--- config.mk ---
export PLATFORM = sky130hd
export DESIGN_NAME = multicycle_controller
export DESIGN_NICKNAME = d
export VERILOG_FILES = /design/src/rtl/multicycle_controller.sv
export SDC_FILE = /design/constraint.sdc
export NUM_CORES = 1
export LEC_CHECK = 0
export BUFFER_PORTS_ARGS = -buffer_cell sky130_fd_sc_hd__buf_4
export CORE_MARGIN = 4
export CORE_UTILIZATION = 49
export DETAILED_ROUTE_END_ITERATION = 10
export HOLD_SLACK_MARGIN = 0.06
export PLACE_DENSITY_LB_ADDON = 0.25
export SYNTH_ARGS = -nofsm -noshare
export SYNTH_HDL_FRONTEND = slang
export SYNTH_SLANG_ARGS = --single-unit
--- constraint.sdc ---
create_clock -name clk -period 2.6 [get_ports clk]
set_input_delay 0.13 -clock clk [delete_from_list [all_inputs] [get_ports clk]]
set_output_delay 0.13 -clock clk [all_outputs]
set_load 0.02 [all_outputs]
--- src/rtl/multicycle_controller.sv ---
// Multicycle RISC-V style main controller.
//
// Sequences each instruction through FETCH/DECODE and an opcode-specific path,
// producing datapath enables and mux selects for a shared-ALU multicycle datapath.
//
// Ports:
//   clk        - clock, all state updates on rising edge
//   reset      - synchronous active-high reset, forces FETCH
//   op         - 7-bit opcode from the instruction register
//   zero       - ALU zero flag, qualifies branch PC load
//   mem_ready  - memory completes the current access this cycle
//   PCWrite, IRWrite, RegWrite, MemWrite, AdrSrc, Branch - enables / 1-bit select
//   ResultSrc, ALUSrcA, ALUSrcB, ALUOp, ImmSrc           - 2-bit datapath selects
//   instr_done - last cycle of the current instruction
//   illegal_op - pulse in DECODE for an unsupported opcode
//   state      - current state encoding (debug)
module multicycle_controller (
    input  logic       clk,
    input  logic       reset,
    input  logic [6:0] op,
    input  logic       zero,
    input  logic       mem_ready,
    output logic       PCWrite,
    output logic       IRWrite,
    output logic       RegWrite,
    output logic       MemWrite,
    output logic       AdrSrc,
    output logic       Branch,
    output logic [1:0] ResultSrc,
    output logic [1:0] ALUSrcA,
    output logic [1:0] ALUSrcB,
    output logic [1:0] ALUOp,
    output logic [1:0] ImmSrc,
    output logic       instr_done,
    output logic       illegal_op,
    output logic [3:0] state
);

    typedef enum logic [3:0] {
        StFetch    = 4'd0,
        StDecode   = 4'd1,
        StMemAdr   = 4'd2,
        StMemRead  = 4'd3,
        StMemWb    = 4'd4,
        StMemWrite = 4'd5,
        StExecuteR = 4'd6,
        StExecuteI = 4'd7,
        StAluWb    = 4'd8,
        StJal      = 4'd9,
        StBeq      = 4'd10
    } state_e;

    localparam logic [6:0] OpLoad  = 7'b0000011;
    localparam logic [6:0] OpStore = 7'b0100011;
    localparam logic [6:0] OpRtype = 7'b0110011;
    localparam logic [6:0] OpItype = 7'b0010011;
    localparam logic [6:0] OpJal   = 7'b1101111;
    localparam logic [6:0] OpBeq   = 7'b1100011;

    state_e state_q, state_d;
    logic   pc_update;

    always_ff @(posedge clk) begin
        if (reset) begin
            state_q <= StFetch;
        end else begin
            state_q <= state_d;
        end
    end

    assign state = state_q;

    // Immediate format depends only on the opcode, independent of state.
    always_comb begin
        ImmSrc = 2'b00;
        case (op)
            OpLoad, OpItype: ImmSrc = 2'b00;
            OpStore:         ImmSrc = 2'b01;
            OpBeq:           ImmSrc = 2'b10;
            OpJal:           ImmSrc = 2'b11;
            default:         ImmSrc = 2'b00;
        endcase
    end

    always_comb begin
        state_d    = StFetch;
        pc_update  = 1'b0;
        IRWrite    = 1'b0;
        RegWrite   = 1'b0;
        MemWrite   = 1'b0;
        AdrSrc     = 1'b0;
        Branch     = 1'b0;
        ResultSrc  = 2'b00;
        ALUSrcA    = 2'b00;
        ALUSrcB    = 2'b00;
        ALUOp      = 2'b00;
        instr_done = 1'b0;
        illegal_op = 1'b0;

        case (state_q)
            StFetch: begin
                AdrSrc    = 1'b0;
                ALUSrcA   = 2'b00;
                ALUSrcB   = 2'b10;
                ALUOp     = 2'b00;
                ResultSrc = 2'b10;
                IRWrite   = mem_ready;
                pc_update = mem_ready;
                state_d   = mem_ready ? StDecode : StFetch;
            end
            StDecode: begin
                ALUSrcA = 2'b01;
                ALUSrcB = 2'b01;
                ALUOp   = 2'b00;
                case (op)
                    OpLoad, OpStore: state_d = StMemAdr;
                    OpRtype:         state_d = StExecuteR;
                    OpItype:         state_d = StExecuteI;
                    OpJal:           state_d = StJal;
                    OpBeq:           state_d = StBeq;
                    default: begin
                        state_d    = StFetch;
                        illegal_op = 1'b1;
                        instr_done = 1'b1;
                    end
                endcase
            end
            StMemAdr: begin
                ALUSrcA = 2'b10;
                ALUSrcB = 2'b01;
                ALUOp   = 2'b00;
                state_d = (op == OpLoad) ? StMemRead : StMemWrite;
            end
            StMemRead: begin
                ResultSrc = 2'b00;
                AdrSrc    = 1'b1;
                state_d   = mem_ready ? StMemWb : StMemRead;
            end
            StMemWb: begin
                ResultSrc  = 2'b01;
                RegWrite   = 1'b1;
                instr_done = 1'b1;
                state_d    = StFetch;
            end
            StMemWrite: begin
                // Write strobe held for the whole access, including the completing cycle.
                ResultSrc  = 2'b00;
                AdrSrc     = 1'b1;
                MemWrite   = 1'b1;
                instr_done = mem_ready;
                state_d    = mem_ready ? StFetch : StMemWrite;
            end
            StExecuteR: begin
                ALUSrcA = 2'b10;
                ALUSrcB = 2'b00;
                ALUOp   = 2'b10;
                state_d = StAluWb;
            end
            StExecuteI: begin
                ALUSrcA = 2'b10;
                ALUSrcB = 2'b01;
                ALUOp   = 2'b10;
                state_d = StAluWb;
            end
            StAluWb: begin
                ResultSrc  = 2'b00;
                RegWrite   = 1'b1;
                instr_done = 1'b1;
                state_d    = StFetch;
            end
            StJal: begin
                // ALU computes PC+4 for the link while ALUOut (target) loads the PC.
                ALUSrcA   = 2'b01;
                ALUSrcB   = 2'b10;
                ALUOp     = 2'b00;
                ResultSrc = 2'b00;
                pc_update = 1'b1;
                state_d   = StAluWb;
            end
            StBeq: begin
                ALUSrcA    = 2'b10;
                ALUSrcB    = 2'b00;
                ALUOp      = 2'b01;
                ResultSrc  = 2'b00;
                Branch     = 1'b1;
                instr_done = 1'b1;
                state_d    = StFetch;
            end
            default: begin
                // Unreachable encodings recover to FETCH with everything deasserted.
                state_d = StFetch;
            end
        endcase

        // Reset wins over mem_ready: FETCH selects, but no writes or status pulses.
        if (reset) begin
            state_d    = StFetch;
            pc_update  = 1'b0;
            IRWrite    = 1'b0;
            RegWrite   = 1'b0;
            MemWrite   = 1'b0;
            Branch     = 1'b0;
            instr_done = 1'b0;
            illegal_op = 1'b0;
            AdrSrc     = 1'b0;
            ALUSrcA    = 2'b00;
            ALUSrcB    = 2'b10;
            ALUOp      = 2'b00;
            ResultSrc  = 2'b10;
        end
    end

    assign PCWrite = pc_update | (Branch & zero);

endmodule
After elaboration in Yosys (flattened, before gate mapping)
Cells that the tools add are included.
Widths: inputs -> output; s select.

word-level totals
  register bits after elaboration = 4
  input bits = 11
  output and inout bits = 22
  logic and storage cells = 63

operators by class
  equal/unequal tests = 16
  multiplexer cells = 32
  bitwise operators = 2
  reduce and logical (&&, ||, !) cells = 12

operator list
  operator            count
  $pmux 4 s6          1
  $pmux 4 s5          1
  $eq 4x3->1 const B  4
  $mux 1              16
  $pmux 2 s2          4
  $eq 7x6->1 const B  2
  $eq 7x7->1 const B  2
  $eq 4x4->1 const B  3
  $reduce_or 2->1     6
  $mux 3              3
  $reduce_or 3->1     3
  $eq 4x2->1 const B  2
  $mux 2              4
  $eq 7x2->1 const B  1
  $eq 7x5->1 const B  1
  $pmux 2 s3          1
  $reduce_or 6->1     1
  $eq 4x1->1 const B  1
  $logic_not 4->1     1
  $reduce_or 4->1     1
  $pmux 1 s3          1
  $pmux 1 s2          1
  $and 1x1->1         1
  $or 1x1->1          1

Longest topological paths before layout
Gate-level depths: netlist (run 1).

  word-level depth = 5
  mapped depth = 5
  mapped depth without buffers = 4

Least setup slack after synthesis (run 1)
Ideal clock, no wire load.

  path kind = register to output
  start = reg state_q[3] (netlist: state[3])
  end = out RegWrite
  data arrival time = 1.850 ns
  required time = 2.470 ns
  setup slack = 0.620 ns
  stages on the path, launching flop included = 4
  buffers on the path = 1
  cell sequence = dfxtp_1 buf_2 nand2b_1 a2111oi_0

between the ends
  cells in the longest elaborated chain, start to end = 4
  elaborated cells on any way between the ends = 5
  those cells by class = eq/ne (2); mux (2); reduce/logical (1)

ends and longest elaborated chain
  item                                      RTL line  text
  start, declared                           60        state_e state_q, state_d;
  start signal, assigned                    65        state_q <= StFetch;
  start signal, assigned                    67        state_q <= state_d;
  $eq 4x4->1 or $eq 4x3->1 (tied branches)  100       case (state_q)
  $reduce_or 2->1 (no line) *               n/a
  $mux 1 *                                  100
  $mux 1 *                                  196       if (reset) begin
  end, declared                             25        output logic RegWrite,

Mark *: on every way between the ends. The rest lies on a longest branch, timed or not.

Worst setup path in the final report (run 1)
  start = reg state_q[1] (netlist: state[1])
  end = out ALUSrcB[0]

between the ends
  cells in the longest elaborated chain, start to end = 4
  elaborated cells on any way between the ends = 9
  those cells by class = eq/ne (4); mux (2); reduce/logical (3)

ends and longest elaborated chain
  item                                                          RTL line  text
  $eq 4x1->1, or another cell as far along                      100
  $reduce_or 3->1 (no line) or $reduce_or 2->1 (tied branches)  n/a
  $pmux 2 s2 *                                                  100
  $mux 2 *                                                      196
  end, declared                                                 31        output logic [1:0] ALUSrcB,

Marked as above.

==> run_results.csv, run 1 <==
group,metric,value,unit
setup_path,r2r_slack,0.91,ns
power_and_ir_drop,seq_power_share,0.310,
power_and_ir_drop,leakage,0.370,nW
route,wl_per_cell,13.5,µm
timing,final.setup.tns,0,ns
worst_hold_path,min_path_type,"in -> reg",
clocking,clockBufferDepth,2,
timing,hold_violations,0,
route,drcViolationCount,0,
synth,synth-async-reset-ratio,0,
synth,ys_warn_count,0,
clocking,cts_sinks,4,
synth,synth.cell_area,692,µm²
clocking,cts_resized,0,
setup_path,path_class,"reg -> out",
setup_path,crit_arrival,1.84,ns
die,rows,13,
synth,synth_top_flop_cell,"dfxtp_1",
clocking,ctsHoldBuffers,0,
route,wl,1840,µm
setup_path,slowest_stage,"dfxtp_1",
power_and_ir_drop,internal_power,0.151,mW
placed_design,port_buffers,32,
flow_run,cap_violations,0,
final_layout,antennaDiodeCount,0,
clocking,cts_buffers,3,
timing,worst_pin_slew,0.638,ns
synth,syn_nets,106,
global_route,grt-ovfl-total,0,
placed_design,placed_cell_area,870,µm²
clocking,cts_setup_buffers,0,
die,initial_utilization,0.525,
status,outcome,"finished clean",
clocking,cts_tree,"done",
final_layout,final_area,892,µm²
timing,finalSetupViolCount,0,
timing,rsz0062_at_grt,"false",
clocking,worstSkewPairLatency,0.23,ns
final_layout,largest_reg_flops,4,
setup_path,critPathLaunchType,"flop",
placed_design,place.gp.congestion,0.798,
power_and_ir_drop,p_comb_frac,0.342,
synth,seq_area_frac_synth,0.116,
placed_design,hpwl,1410,µm
global_route,grt_max_degree,21,
final_layout,nFillCells,116,
clocking,path_clk_slew,0.04,ns
timing,fmax,0.508,GHz
final_layout,area_growth_syn_to_layout,28.9,%
die,dieArea,2080,µm²
final_layout,layout.area.seq,80.1,µm²
setup_path,crit_path_frequent_cell,"nor3_1",
synth,ys_types,40,
route,firstDrtPassIters,4,
timing,timing.slew.headroom,0.574,
global_route,antenna_found_initial,0,
die,num_io_pins,33,
power_and_ir_drop,p_sw_frac,0.322,
synth,synth-seq-cells,4,
global_route,grt_pass1_vias,707,
power_and_ir_drop,cellPowerDensity,249,nW/µm²
setup_path,crit_family,"flip-flops",
power_and_ir_drop,p_clk_frac,0.349,
route,dr_total_vias,823,
route,drt_iter0_markers,23,
synth,syn_inst,95,
final_layout,finish.utilization,0.677,
setup_path,critPathRequiredTime,2.47,ns
power_and_ir_drop,ir_worst_vdd,115,µV
clocking,htree_num_levels,1,
timing,slew_viol_final,0,
setup_path,critPathMaxStageDelay,0.69,ns
synth,synth_edf_count,0,
final_layout,drive_gt1_frac,0.380,
final_layout,nets,134,
timing,fin_crit_sh,0.757,
clocking,root_buffer,"clkbuf_4",
global_route,grt_pass1_wl,3030,µm
timing,period_minus_slack,1.97,ns
route,ant_nets,0,
die,die_y,45.6,µm
synth,syn_area_per_cell,7.28,µm²
setup_path,worst-path-max-fanout,19,
setup_path,critical_path.cell_chain,"inv_1, nor3_1, a21oi_1, nor3_1, buf_4",
timing,worst_hold_slack,0.196,ns
setup_path,crit_path_end_kind,"primary output",
timing,skew,0.00186,ns
power_and_ir_drop,switchingPower,0.0716,mW
route,via_per_inst,6.05,
die,die_w,45.6,µm
final_layout,multiInputGateArea,523,µm²
die,core,1320,µm²
global_route,grt_util_all_layers,0.189,
setup_path,crit_buf_inv,2,
[cell usage in the layout (no fill, tap or decap), types with 3 or more instances in the layout]
master / netlist / final
a21oi_1: 4 / 4
buf_4: 2 / 32
nor4_2: 3 / 3
dfxtp_1: 4 / 4
clkbuf_4: 0 / 3
nand3b_1: 3 / 3
nor2_1: 11 / 11
nand2b_1: 4 / 4
nand2_1: 6 / 6
o21ai_0: 4 / 4
nand3_1: 5 / 5
nor3_1: 9 / 9
[cells by family (layout without fill, tap and decap cells)]
group / Yosys count / count (layout) / synth area share
simple gates: 54 / 54 / 0.483
xor+xnor: 3 / 3 / 0.0380
buf+inv: 11 / 37 / 0.128
flops: 4 / 4 / 0.116
compound gates: 23 / 23 / 0.235
[final cells by class]
type,count,share of cell area
inverter,2,0.00842
sequential,4,0.0898
multi-input combinational,80,0.586
clock buffer,3,0.0252
timing repair buffer,32,0.269
tap,15,0.0210
[power groups by stage]
| stage | combinational [mW] | clock, mW | sequential (mW) |
|---|---|---|---|
| global placement | 0.0740 | 0 | 0.0698 |
| CTS | 0.0759 | 0.0798 | 0.0689 |
| detailed placement | 0.0755 | 0 | 0.0699 |
| floorplan | 0.0440 | 0 | 0.0677 |
| finish | 0.0760 | 0.0775 | 0.0689 |
| global route | 0.0829 | 0.0858 | 0.0695 |
[layer usage]
| metal | wire length (µm) | track usage |
|---|---|---|
| met2 | 890 | 0.326 |
| met5 | 0 | 0 |
| met3 | 148 | 0.0237 |
| met1 | 798 | 0.248 |
| met4 | 0 | 0.0351 |
[worst reg2reg max path, stage by stage, from the launching register on]
cell and delay [ns]:
dfxtp_1 0.69, inv_1 0.24, nor4_2 0.36, o31ai_1 0.12
a31oi_1 0.19
[cell usage after synthesis, types with 3 or more instances]
library cell / instances / area, µm²
a21oi_1: 4 / 20.0
clkbuf_8: 3 / 41.3
dfxtp_1: 4 / 80.1
nand2_1: 6 / 22.5
nand2b_1: 4 / 25.0
nand3_1: 5 / 25.0
nand3b_1: 3 / 22.5
nor2_1: 11 / 41.3
nor3_1: 9 / 45.0
nor4_2: 3 / 37.5
o21ai_0: 4 / 20.0
[path summary, 6_finish.rpt]
kind,startpoint,endpoint,cells after the start
min,reset,state[3],2
max reg2reg,state[1],state[2],4
max,state[1],ALUSrcB[0],5
min reg2reg,state[1],state[1],2
[stage by stage]
step | total power [mW] | setup WS (ns) | std cells
after global routing | 0.238 | 0.540 | 136
after floorplan | 0.112 | 0.620 | 95
after detailed placement | 0.145 | 0.918 | 133
final | 0.222 | 0.631 | 136
after CTS | 0.225 | 0.669 | 136
after global placement | 0.144 | 0.986 | 133
Power figures use the tool's default switching activity.
==> inputs of run 2 (changes only) <==
--- a/config.mk
+++ b/config.mk
@@ -7,7 +7,7 @@
 export LEC_CHECK = 0
 export BUFFER_PORTS_ARGS = -buffer_cell sky130_fd_sc_hd__buf_4
 export CORE_MARGIN = 4
-export CORE_UTILIZATION = 49
+export CORE_UTILIZATION = 41
 export DETAILED_ROUTE_END_ITERATION = 10
 export HOLD_SLACK_MARGIN = 0.06
 export PLACE_DENSITY_LB_ADDON = 0.25
==> constraint.sdc (replaced) <==
create_clock -name clk -period 1.67 [get_ports clk]
set_input_delay 0.0835 -clock clk [delete_from_list [all_inputs] [get_ports clk]]
set_output_delay 0.0835 -clock clk [all_outputs]
set_load 0.02 [all_outputs]
==> run_results.csv, run 2 (synthesized netlist as in run 1, its figures left out) <==
group,metric,value,unit
final_layout,finish.utilization,0.636,
power_and_ir_drop,leakage,0.420,nW
placed_design,placed_cell_area,936,µm²
timing,rsz0062_at_grt,"false",
route,via_per_inst,5.63,
global_route,grt_max_degree,15,
die,initial_utilization,0.444,
route,wl,1950,µm
route,drt_iter0_markers,9,
setup_path,critPathRequiredTime,1.59,ns
flow_run,cap_violations,0,
setup_path,crit_family,"compound AO/OA/AOI/OAI gates",
setup_path,path_class,"reg -> out",
timing,slew_viol_final,0,
final_layout,antennaDiodeCount,0,
die,rows,14,
setup_path,r2r_slack,0.32,ns
clocking,htree_num_levels,1,
timing,final.setup.tns,0,ns
clocking,cts_sinks,4,
global_route,grt_util_all_layers,0.172,
setup_path,crit_buf_inv,1,
route,dr_total_vias,810,
final_layout,layout_common_cells,"buf_4 (38), nor2_1 (10), nor3_1 (8)",
die,dieArea,2410,µm²
setup_path,worst-path-max-fanout,10,
clocking,cts_buffers,3,
die,core,1560,µm²
setup_path,critPathLaunchType,"flop",
global_route,grt_pass1_vias,746,
route,ant_nets,0,
timing,fmax,0.636,GHz
worst_hold_path,min_path_cells,2,
global_route,antenna_found_initial,0,
timing,finalSetupViolCount,0,
placed_design,hpwl,1580,µm
timing,fin_crit_sh,0.942,
clocking,ctsHoldBuffers,0,
final_layout,area_growth_syn_to_layout,43.4,%
worst_hold_path,hold_start,"reset",
clocking,clockBufferDepth,2,
final_layout,multiInputGateArea,556,µm²
setup_path,slowest_stage,"dfxtp_4",
clocking,worstSkewPairLatency,0.23,ns
global_route,grt-ovfl-total,0,
route,wl_per_cell,13.5,µm
timing,hold_violations,0,
timing,worst_pin_slew,0.331,ns
clocking,path_clk_slew,0.04,ns
final_layout,largest_reg_flops,4,
final_layout,layout_commonest_cell,"buf_4",
route,drcViolationCount,0,
final_layout,drive_gt1_frac,0.492,
final_layout,nets,141,
power_and_ir_drop,ir_worst_vdd,228,µV
worst_hold_path,min_path_type,"in -> reg",
setup_path,r2r_end,"state[0]",
final_layout,final_area,992,µm²
final_layout,nFillCells,140,
die,die_w,49.1,µm
timing,period_minus_slack,1.57,ns
die,num_io_pins,33,
placed_design,port_buffers,32,
power_and_ir_drop,seq_power_share,0.294,
clocking,root_buffer,"clkbuf_4",
placed_design,place.gp.congestion,0.906,
setup_path,critical_path.cell_chain,"and2b_2, o32a_1, a21oi_1, buf_4",
power_and_ir_drop,p_clk_frac,0.336,
setup_path,critPathMaxStageDelay,0.38,ns
status,outcome,"finished clean",
timing,skew,0.00106,ns
final_layout,layout.area.seq,90.1,µm²
setup_path,crit_arrival,1.49,ns
power_and_ir_drop,internal_power,0.237,mW
die,die_y,49.1,µm
clocking,cts_tree,"done",
setup_path,crit_path_end_kind,"primary output",
power_and_ir_drop,switchingPower,0.111,mW
power_and_ir_drop,p_sw_frac,0.319,
route,firstDrtPassIters,4,
global_route,grt_pass1_wl,3390,µm
setup_path,r2r_cells,4,
setup_path,r2r-start,"state[2]",
timing,timing.slew.headroom,0.777,
worst_hold_path,whs_endpoint,"state[3]",
power_and_ir_drop,p_comb_frac,0.370,
power_and_ir_drop,finalPower,0.349,mW
power_and_ir_drop,cellPowerDensity,351,nW/µm²
[run 2: changes by cell type in the layout (fill, tap and decap cells not counted), moves of 2 or more]
cell       delta
dfxtp_1       -4
buf_4         +6
a2111oi_0     -2
dfxtp_2       +2
dfxtp_4       +2
a2111oi_2     +2
[run 2: how the worst max path moves through the flow]
stage               cells past startpoint      from  slack, ns          to
finish                                  4  state[0]        0.1  instr_done
global route                            4  state[0]      0.005  instr_done
CTS                                     6  state[0]       0.03     PCWrite
detailed placement                      4  state[1]       0.13    state[2]
global placement                        6  state[0]       0.21     PCWrite
floorplan                               4  state[2]       0.06    ALUOp[0]
[run 2: timing repair]
| action | in CTS | in global routing |
|---|---|---|
| pin swaps | 0 | 0 |
| endpoints found under the hold margin | 0 | 0 |
| gates resized for setup | 2 | 9 |
| buffers inserted | 0 | 0 |
| endpoints found under the setup margin | 3 | 4 |
[run 2: per-layer routing]
layer  vias up  global-route usage  share of wire
met4         0              0.0284              0
met5         -                   0              0
met2        18               0.270           0.49
li1        414                   -              -
met3         0              0.0489          0.056
met1       378               0.234           0.45
[run 2: cell type report]
| cell class | instances | share of cell area |
|---|---|---|
| clock buffers | 3 | 0.0227 |
| inverters | 2 | 0.00757 |
| multi-input cells | 80 | 0.560 |
| flip-flops and latches | 4 | 0.0908 |
| well taps | 16 | 0.0202 |
| repair buffers | 39 | 0.299 |
[run 2: power by group through the flow]
stage / registers (mW) / clock network, mW / logic [mW]
2_1_floorplan: 0.105 / 0 / 0.0698
3_3_place_gp: 0.105 / 0 / 0.124
3_5_place_dp: 0.105 / 0 / 0.126
4_1_cts: 0.104 / 0.124 / 0.126
5_1_grt: 0.103 / 0.132 / 0.142
6_report: 0.102 / 0.117 / 0.129
[run 2: stage by stage]
| step | cells | setup WS (ns) | hold slack (ns) |
|---|---|---|---|
| 2_1_floorplan | 95 | 0.0637 | 0.225 |
| 3_3_place_gp | 141 | 0.212 | 0.390 |
| 3_5_place_dp | 141 | 0.130 | 0.393 |
| 4_1_cts | 144 | 0.0336 | 0.148 |
| 5_1_grt | 144 | 0.00528 | 0.158 |
| 6_report | 144 | 0.0969 | 0.153 |
==> inputs of run 3 (changes only) <==
--- a/config.mk
+++ b/config.mk
@@ -7,7 +7,7 @@
 export LEC_CHECK = 0
 export BUFFER_PORTS_ARGS = -buffer_cell sky130_fd_sc_hd__buf_4
 export CORE_MARGIN = 4
-export CORE_UTILIZATION = 41
+export CORE_UTILIZATION = 45
 export DETAILED_ROUTE_END_ITERATION = 10
 export HOLD_SLACK_MARGIN = 0.06
 export PLACE_DENSITY_LB_ADDON = 0.25
==> constraint.sdc (replaced) <==
create_clock -name clk -period 1.55 [get_ports clk]
set_input_delay 0.0775 -clock clk [delete_from_list [all_inputs] [get_ports clk]]
set_output_delay 0.0775 -clock clk [all_outputs]
set_load 0.02 [all_outputs]
==> run_results.csv, run 3 (synthesized netlist as in run 1, its figures left out) <==
group,metric,value,unit
clocking,cts_sinks,4,
die,rows,13,
route,dr_total_vias,875,
placed_design,port_buffers,32,
setup_path,worst-path-max-fanout,6,
power_and_ir_drop,internal_power,0.262,mW
setup_path,crit_path_end_kind,"primary output",
die,core,1370,µm²
timing,fin_crit_sh,0.983,
setup_path,crit_buf_inv,2,
clocking,root_buffer,"clkbuf_4",
global_route,grt_util_met3,0.0268,
power_and_ir_drop,cellPowerDensity,383,nW/µm²
setup_path,r2r_slack,0.13,ns
global_route,grt_util_all_layers,0.213,
final_layout,layout_commonest_cell,"buf_4",
clocking,cts_buffers,3,
setup_path,critPathLaunchType,"flop",
power_and_ir_drop,p_comb_frac,0.387,
route,via_per_inst,5.87,
final_layout,largest_reg_flops,4,
clocking,cts_tree,"done",
power_and_ir_drop,seq_power_share,0.266,
clocking,path_clk_slew,0.04,ns
final_layout,drive_gt1_frac,0.537,
global_route,grtUsageMet2,0.363,
global_route,grt-busiest-layer,"met2",
final_layout,nets,147,
die,dieArea,2230,µm²
setup_path,crit_path_frequent_cell,"buf_4",
power_and_ir_drop,leakage,0.459,nW
power_and_ir_drop,ir_worst_vdd,204,µV
setup_path,r2r_end,"state[1]",
timing,rsz0062_at_grt,"true",
setup_path,crit_family,"simple AND/OR/NAND/NOR gates",
timing,worst_pin_slew,0.396,ns
route,ant_nets,0,
timing,timing.slew.headroom,0.734,
power_and_ir_drop,p_sw_frac,0.349,
global_route,grt-ovfl-total,0,
power_and_ir_drop,p_clk_frac,0.347,
global_route,antenna_found_initial,0,
setup_path,path_class,"reg -> out",
placed_design,hpwl,1630,µm
route,wl_per_cell,16.4,µm
global_route,grt_pass1_wl,3310,µm
global_route,grt_max_degree,15,
clocking,htree_num_levels,1,
route,wl,2440,µm
worst_hold_path,min_path_type,"in -> reg",
final_layout,area_growth_syn_to_layout,52.3,%
route,drcViolationCount,0,
worst_hold_path,min_path_cells,2,
clocking,worstSkewPairLatency,0.25,ns
final_layout,layout_common_cells,"buf_4 (42), nor2_1 (11), nand2_1 (6), nor3_1 (6), nand3_1 (5)",
placed_design,place.gp.congestion,0.805,
setup_path,slowest_stage,"dfxtp_4",
route,firstDrtPassIters,4,
timing,period_minus_slack,1.52,ns
setup_path,r2r_cells,4,
timing,worst_hold_slack,0.138,ns
die,die_y,47.2,µm
timing,skew,0.00637,ns
timing,finalSetupViolCount,0,
flow_run,cap_violations,0,
worst_hold_path,whs_endpoint,"state[3]",
die,num_io_pins,33,
global_route,grtUsageMet1,0.262,
power_and_ir_drop,switchingPower,0.141,mW
route,drt_iter0_markers,34,
global_route,grt_pass1_vias,733,
clocking,clockBufferDepth,2,
timing,slew_viol_final,0,
setup_path,crit_arrival,1.45,ns
die,initial_utilization,0.506,
final_layout,antennaDiodeCount,0,
worst_hold_path,hold_start,"reset",
timing,hold_violations,0,
status,outcome,"finished clean",
final_layout,final_area,1050,µm²
setup_path,r2r-start,"state[3]",
setup_path,critPathRequiredTime,1.47,ns
timing,fmax,0.656,GHz
die,die_w,47.2,µm
placed_design,placed_cell_area,952,µm²
setup_path,critPathMaxStageDelay,0.36,ns
setup_path,critical_path.cell_chain,"buf_4, nor2b_2, a21oi_1, nor3_1, buf_4",
==> run 3: repair_timing <==
action,4_1_cts,5_1_grt
resized for setup,5,9
setup buffers,0,5
pin swaps,0,4
hold buffers,0,0
setup endpoints to repair,4,4
==> run 3: layout make-up <==
class / instances / area [µm²]
Sequential cell: 4 / 90.1
Tap cell: 15 / 18.8
Clock buffer: 3 / 22.5
Multi-Input combinational cell: 80 / 566
Inverter: 2 / 7.51
Timing Repair Buffer: 45 / 349
Fill cell: 108 / 313
==> run 3: worst max-delay path by stage <==
stage | from | endpoint | slack [ns] | cells after the start
detailed placement | state[1] | state[2] | 0.14 | 4
global placement | state[3] | state[1] | 0.19 | 4
finish | state[2] | ALUSrcB[0] | 0.03 | 5
floorplan | state[0] | ALUSrcB[0] | 0.02 | 3
global route | state[2] | ALUSrcB[0] | -0.06 | 5
CTS | state[0] | PCWrite | 0.03 | 5
==> run 3: routing by layer <==
layer	up-vias	routed length, µm
li1	427	-
met1	396	943
met2	49	1260
met3	3	205
met4	0	30
met5	-	0
==> run 3: stage by stage <==
step | std cells | power [mW] | TNS (ns) | setup WS (ns) | utilization
global placement | 141 | 0.251 | 0 | 0.190 | 0.697
global route | 149 | 0.422 | -0.140 | -0.0624 | 0.771
detailed placement | 141 | 0.254 | 0 | 0.141 | 0.697
floorplan | 95 | 0.190 | 0 | 0.0194 | -
CTS | 144 | 0.396 | 0 | 0.0271 | 0.721
finish | 149 | 0.403 | 0 | 0.0257 | 0.771
==> run 3: power groups by stage <==
stage	Combinational, mW	Sequential (mW)	Clock, mW
6_report	0.156	0.107	0.140
3_3_place_gp	0.140	0.111	0
2_1_floorplan	0.0764	0.114	0
4_1_cts	0.145	0.110	0.142
3_5_place_dp	0.143	0.111	0
5_1_grt	0.166	0.107	0.148
